`src/rtl/udp_tx_cmd_seq.sv`:
```
// UDP command sequencer: on key press or start, sends a 2-byte mode-select frame,
// waits a gap, then sends the per-mode payload frame and advances the active mode.
module udp_tx_cmd_seq #(
    parameter int          NUM_MODES    = 4,
    parameter int          MAX_LEN      = 8,
    parameter int          DEBOUNCE_CYC = 1000000,
    parameter int          GAP_CYC      = 10000,
    parameter int          ACK_TIMEOUT  = 65535,
    parameter logic [7:0]  CMD_HDR      = 8'h00,
    parameter logic [7:0]  CMD_BASE     = 8'h02,
    localparam int         MW           = $clog2(NUM_MODES)
) (
    input  logic                            clk,
    input  logic                            rst_n,
    input  logic                            key_n,
    input  logic                            start,
    input  logic [NUM_MODES*MAX_LEN*8-1:0]  mode_payload,
    input  logic [NUM_MODES*8-1:0]          mode_len,
    input  logic                            udp_tx_ready,
    input  logic                            app_tx_ack,
    output logic                            app_tx_data_request,
    output logic                            app_tx_data_valid,
    output logic [7:0]                      app_tx_data,
    output logic [15:0]                     udp_data_length,
    output logic [MW-1:0]                   cur_mode,
    output logic                            busy,
    output logic                            timeout_err
);

    localparam int DBW = $clog2(DEBOUNCE_CYC + 2);
    localparam int GW  = $clog2(GAP_CYC + 2);
    localparam int TW  = $clog2(ACK_TIMEOUT + 2);

    typedef enum logic [3:0] {
        IDLE, CMD_REQ, CMD_ACK, CMD_DATA, GAP, DAT_REQ, DAT_ACK, DAT_DATA, DONE
    } state_t;

    // key_n is asynchronous, so it passes a two-flop synchroniser before debouncing
    logic           key_meta_q, key_sync_q, key_stable_q, key_stable_d1_q;
    logic [DBW-1:0] dbc_cnt_q;
    logic           press, trig;

    always_ff @(posedge clk or negedge rst_n) begin
        if (!rst_n) begin
            key_meta_q      <= 1'b1;
            key_sync_q      <= 1'b1;
            key_stable_q    <= 1'b1;
            key_stable_d1_q <= 1'b1;
            dbc_cnt_q       <= '0;
        end else begin
            key_meta_q      <= key_n;
            key_sync_q      <= key_meta_q;
            key_stable_d1_q <= key_stable_q;
            if (key_sync_q == key_stable_q) begin
                dbc_cnt_q <= '0;
            end else if (dbc_cnt_q >= DBW'(DEBOUNCE_CYC)) begin
                key_stable_q <= key_sync_q;
                dbc_cnt_q    <= '0;
            end else begin
                dbc_cnt_q <= dbc_cnt_q + DBW'(1);
            end
        end
    end

    assign press = key_stable_d1_q & ~key_stable_q;
    assign trig  = press | start;

    state_t         state_q, state_d;
    logic [7:0]     cnt_q, cnt_d, len_q, len_d;
    logic [GW-1:0]  gap_q, gap_d;
    logic [TW-1:0]  to_q, to_d;
    logic           abort_q, abort_d, req_q, req_d, valid_q, valid_d, terr_q, terr_d;
    logic [7:0]     data_q, data_d;
    logic [15:0]    dlen_q, dlen_d;
    logic [MW-1:0]  mode_q, mode_d;

    logic [7:0]     pay_idx, pay_byte, sel_len, len_clamped;

    always_comb begin
        pay_idx  = (state_q == DAT_DATA) ? cnt_q : 8'd0;
        pay_byte = '0;
        sel_len  = '0;
        for (int unsigned m = 0; m < NUM_MODES; m++) begin
            if (mode_q == MW'(m)) begin
                sel_len = mode_len[m*8 +: 8];
                for (int unsigned k = 0; k < MAX_LEN; k++) begin
                    if (pay_idx == 8'(k)) pay_byte = mode_payload[(m*MAX_LEN+k)*8 +: 8];
                end
            end
        end
        len_clamped = (sel_len > 8'(MAX_LEN)) ? 8'(MAX_LEN) : sel_len;
    end

    always_comb begin
        state_d = state_q;
        cnt_d   = cnt_q;
        len_d   = len_q;
        gap_d   = gap_q;
        to_d    = to_q;
        abort_d = abort_q;
        req_d   = req_q;
        valid_d = valid_q;
        data_d  = data_q;
        dlen_d  = dlen_q;
        mode_d  = mode_q;
        terr_d  = terr_q;
        case (state_q)
            IDLE: if (trig) begin
                len_d   = len_clamped;
                dlen_d  = 16'd2;
                terr_d  = 1'b0;
                abort_d = 1'b0;
                state_d = CMD_REQ;
            end
            CMD_REQ, DAT_REQ: if (udp_tx_ready) begin
                req_d   = 1'b1;
                to_d    = '0;
                state_d = (state_q == CMD_REQ) ? CMD_ACK : DAT_ACK;
            end
            CMD_ACK, DAT_ACK: begin
                // ack takes priority over an expiring timeout in the same cycle
                if (app_tx_ack) begin
                    req_d   = 1'b0;
                    valid_d = 1'b1;
                    data_d  = (state_q == CMD_ACK) ? CMD_HDR : pay_byte;
                    cnt_d   = 8'd1;
                    state_d = (state_q == CMD_ACK) ? CMD_DATA : DAT_DATA;
                end else if (to_q >= TW'(ACK_TIMEOUT)) begin
                    req_d   = 1'b0;
                    terr_d  = 1'b1;
                    abort_d = 1'b1;
                    state_d = DONE;
                end else begin
                    to_d = to_q + TW'(1);
                end
            end
            CMD_DATA: begin
                if (cnt_q < 8'd2) begin
                    data_d = CMD_BASE + 8'(mode_q);
                    cnt_d  = cnt_q + 8'd1;
                end else begin
                    valid_d = 1'b0;
                    gap_d   = '0;
                    state_d = GAP;
                end
            end
            GAP: begin
                if (gap_q >= GW'(GAP_CYC)) begin
                    dlen_d  = {8'h00, len_q};
                    state_d = (len_q != 8'd0) ? DAT_REQ : DONE;
                end else begin
                    gap_d = gap_q + GW'(1);
                end
            end
            DAT_DATA: begin
                if (cnt_q < len_q) begin
                    data_d = pay_byte;
                    cnt_d  = cnt_q + 8'd1;
                end else begin
                    valid_d = 1'b0;
                    state_d = DONE;
                end
            end
            DONE: begin
                if (!abort_q) mode_d = (mode_q == MW'(NUM_MODES-1)) ? '0 : mode_q + MW'(1);
                state_d = IDLE;
            end
            default: state_d = IDLE;
        endcase
    end

    always_ff @(posedge clk or negedge rst_n) begin
        if (!rst_n) begin
            state_q <= IDLE;
            cnt_q   <= '0;
            len_q   <= '0;
            gap_q   <= '0;
            to_q    <= '0;
            abort_q <= 1'b0;
            req_q   <= 1'b0;
            valid_q <= 1'b0;
            data_q  <= '0;
            dlen_q  <= 16'd2;
            mode_q  <= '0;
            terr_q  <= 1'b0;
        end else begin
            state_q <= state_d;
            cnt_q   <= cnt_d;
            len_q   <= len_d;
            gap_q   <= gap_d;
            to_q    <= to_d;
            abort_q <= abort_d;
            req_q   <= req_d;
            valid_q <= valid_d;
            data_q  <= data_d;
            dlen_q  <= dlen_d;
            mode_q  <= mode_d;
            terr_q  <= terr_d;
        end
    end

    assign app_tx_data_request = req_q;
    assign app_tx_data_valid   = valid_q;
    assign app_tx_data         = data_q;
    assign udp_data_length     = dlen_q;
    assign cur_mode            = mode_q;
    assign busy                = (state_q != IDLE);
    assign timeout_err         = terr_q;

endmodule

```
`config.mk`:
```
export PLATFORM = sky130hd
export DESIGN_NAME = udp_tx_cmd_seq
export DESIGN_NICKNAME = d
export VERILOG_FILES = /design/src/rtl/udp_tx_cmd_seq.sv
export SDC_FILE = /design/constraint.sdc
export NUM_CORES = 1
export LEC_CHECK = 0
export BUFFER_PORTS_ARGS = -buffer_cell sky130_fd_sc_hd__buf_2
export CORE_UTILIZATION = 50
export DETAILED_ROUTE_END_ITERATION = 8
export PLACE_DENSITY = 0.84
export SYNTH_ARGS = -nofsm -noshare
export SYNTH_HDL_FRONTEND = slang
export SYNTH_SLANG_ARGS = --single-unit
```
`constraint.sdc`:
```
create_clock -name clk -period 7.1 [get_ports clk]
set_input_delay 0.355 -clock clk [delete_from_list [all_inputs] [get_ports clk]]
set_output_delay 0.355 -clock clk [all_outputs]
set_load 0.01 [all_outputs]
```
==> impl_metrics.py <==
metrics = {
    "critical_path": {
        "worstSetupEndpointType": "register",
        "r2r_end": "app_tx_data[1]",
        "worst_ep_arrival_time_ps": 4140,
        "path_common_cell": "o22ai_1",
        "cp_slowest_cell": "nand3_1",
        "crit_path_cell_trace": "and4b_1 > buf_4 > nand3_1 > o32ai_1 > a2bb2oi_1 > o22ai_1 > a31oi_1 > o22ai_1",
        "cp_data_required_time_ps": 7310,
        "rr_startpoint": "state_q[0]",
        "critPathKind": "reg2reg",
        "critPathLaunchType": "register",
        "path_buf_inv": 1,
        "max_stage_delay_ps": 1030,
        "cp-endpoint": "app_tx_data[1]",
        "startpoint": "state_q[0]",
        "worst-path-stages": 8,
        "crit_path_max_fanout": 29,
        "reg2regPathDepth": 8,
        "rrSetupSlack_ps": 3170,
        "critPathTopFamily": "compound AO/OA/AOI/OAI gates",
    },
    "clock_tree": {
        "post-cts-setup-buffer-count": 0,
        "clk_path_buf_depth": 2,
        "clk_pin_slew_ps": 70,
        "insertion_delay_ps": 350,
        "clockRootBuffer": "clkbuf_16",
        "ctsHoldBuffers": 0,
        "cts_max_level": 3,
        "numCtsBuffers": 9,
        "cts.repair.resized": 0,
        "cts_tree": "built",
        "cts.sinks": 96,
    },
    "cells_and_area": {
        "seq_area_um2": 2410,
        "drive_gt1_share_pct": 30.2,
        "layout-area-overhead-vs-synth_pct": 24.0,
        "fill_cells": 1495,
        "final_cells": 1545,
        "multi_input_area_um2": 5390,
        "nets": 1634,
    },
    "yosys": {
        "synth.mux.area_fraction_pct": 3.90,
        "yosys-top-cells-area": "dfrtp_1, nor2_1, nand2_1",
        "synth-seq-cells": 96,
        "netlist.top_cell.by_area": "dfrtp_1",
        "synth-compound-area-share_pct": 30.7,
        "synth_area_per_cell_um2": 7.88,
        "yosys.area_share.simple_pct": 24.3,
        "ys.flop_type": "dfrtp_1",
        "synth.top_cells.by_count": "nor2_1, nand2_1, dfrtp_1",
        "synth-edff-count": 0,
        "synth_most_common_cell": "nor2_1",
        "postSynthCellCount": 1046,
        "yosysWarnings": 0,
        "ys_seq_area_share_pct": 29.2,
        "netlist_area_um2": 8250,
        "synth_top_area_share_pct": 27.6,
        "synth_xor_area_share_pct": 3.29,
        "synth_top_family_by_area": "compound AO/OA/AOI/OAI gates",
        "synth_cell_type_count": 85,
        "ys_async_sr_fraction_pct": 100,
        "synth-adder-area-share_pct": 2.73,
    },
    "power_and_ir_drop": {
        "powerDensity_nw_per_um2": 289,
        "p_leak_uw": 0.00459,
        "ir_worst_vdd_uv": 174,
        "power_uw": 2950,
    },
    "drt": {
        "via_per_inst": 6.69,
        "wl_per_cell_um": 24.6,
        "drcViolationCount": 0,
        "ant_nets": 0,
        "dr.first_iter.drc_count": 1323,
        "wl_mm": 38.0,
        "num_vias": 10300,
        "drtPass1Iterations": 6,
    },
    "sta": {
        "min_period_over_period_pct": 55.3,
        "fin_worst_skew_ps": 10.4,
        "period_needed_ps": 3930,
        "max_freq_ghz": 0.255,
        "setup_viol": 0,
        "tns_ps": 0,
        "rsz0062_at_grt": "false",
        "tightest_slew_ps": 1330,
        "hold_viol": 0,
        "drv_slew": 0,
        "max-slew-margin-rel_pct": 11.1,
    },
    "floorplanning": {
        "core_um2": 16000,
        "die_width_um": 130,
        "boundaryPins": 324,
        "fp.dieH_um": 130,
        "die_area_um2": 17000,
        "num_rows": 46,
        "start_util_pct": 51.5,
    },
    "flow_run": {
        "cap_viol_max_count": 0,
    },
    "placement": {
        "numPortBuffers": 315,
        "dp_cells": 1527,
        "finalWeightedCongestion": 1.10,
        "dp_hpwl_mm": 28.8,
    },
    "outcome": {
        "run_status": "completed",
    },
    "global_route": {
        "grt-busiest-layer": "met2",
        "overflow": 0,
        "grt_use_met2_pct": 61.2,
        "grt_pass1_vias": 9328,
        "grt_pass1_wl_mm": 54.4,
        "grt_use_total_pct": 43.8,
        "use_met3_pct": 16.8,
        "antenna_found_initial": 3,
        "grt_max_degree": 52,
        "gr-usage-met1_pct": 58.0,
    },
    "min_path": {
        "hold_class": "in2async",
    },
}
-- cell usage in the layout (no fill, tap or decap), types with 6 or more instances in the layout --
cell	instances
o31ai_1	19
mux2i_1	13
o211ai_1	14
xnor2_1	14
a221o_1	7
nand2_1	102
o21ai_0	71
or4_1	9
o22ai_1	35
clkbuf_16	9
a2bb2oi_1	11
a22oi_1	12
nand2b_1	13
buf_4	18
inv_1	35
nand3b_1	6
buf_2	314
ha_1	18
a221oi_1	9
dfrtp_1	89
nor4_1	7
nor3_1	18
nor2b_1	9
a211oi_1	11
or3_1	6
nand4_1	20
a31oi_1	13
nor2_1	133
o221ai_1	15
a22o_1	9
mux2_2	9
a21oi_1	73
conb_1	8
nor4_4	6
xor2_1	17
nand3_1	29
and3_1	19
-- report_power, final --
| part | leakage (uW) | switching (uW) | internal (uW) | total (uW) |
|---|---|---|---|---|
| clock network | 0.000150 | 215 | 309 | 524 |
| registers | 0.00128 | 164 | 626 | 790 |
| logic | 0.00316 | 1060 | 575 | 1640 |
-- metal layers --
| metal | part of all wire (%) | routed length (um) |
|---|---|---|
| met1 | 39 | 14600 |
| met2 | 41 | 15600 |
| met3 | 15 | 5660 |
| met4 | 5.6 | 2120 |
| met5 | 0.029 | 11 |
-- metrics by stage --
step | instance area, um2 | util, % | worst slack (ps) | hold WS (ps)
6_report | 10200 | 63.9 | 3170 | 20.6
5_1_grt | 10200 | 63.9 | 3100 | 70.6
4_1_cts | 10200 | 63.9 | 3420 | 46.3
3_5_place_dp | 9910 | 61.9 | 3440 | 347
3_3_place_gp | 9910 | 61.9 | 3460 | 351
2_1_floorplan | 8270 | - | 4270 | 59.4
-- flip-flops by register name, indices dropped and copies added (netlist names), 2 cells and up --
name,flops
dbc_cnt_q,20
to_q,17
gap_q,14
app_tx_data,8
cnt_q,8
len_q,8
udp_data_length,8
state_q,4
cur_mode,2
-- worst min path at each step --
stage,startpoint,slack (ps),end
final,rst_n,20,dbc_cnt_q[0]
after global routing,rst_n,70,dbc_cnt_q[1]
after CTS,rst_n,50,dbc_cnt_q[0]
after detailed placement,key_meta_q,350,key_sync_q
after global placement,key_meta_q,350,key_sync_q
after floorplan,rst_n,60,app_tx_data[0]
-- area by class of cell --
type	count	area share (%)
repair buffers	332	16.7
diodes	2	0.0489
flip-flops and latches	96	23.6
inverters	35	1.28
well taps	216	2.64
multi-input cells	848	52.7
clock inverters	5	0.795
clock buffers	11	2.28
-- cells by family after synthesis --
family,count (synthesis)
buffers and inverters,109
other,1
AO/OA/AOI/OAI,367
flip-flops,96
AND/OR/NAND/NOR,398
multiplexers,26
adder cells (fa/ha/maj),18
XOR/XNOR,31
Note: power is estimated with default switching activity, not from simulation.
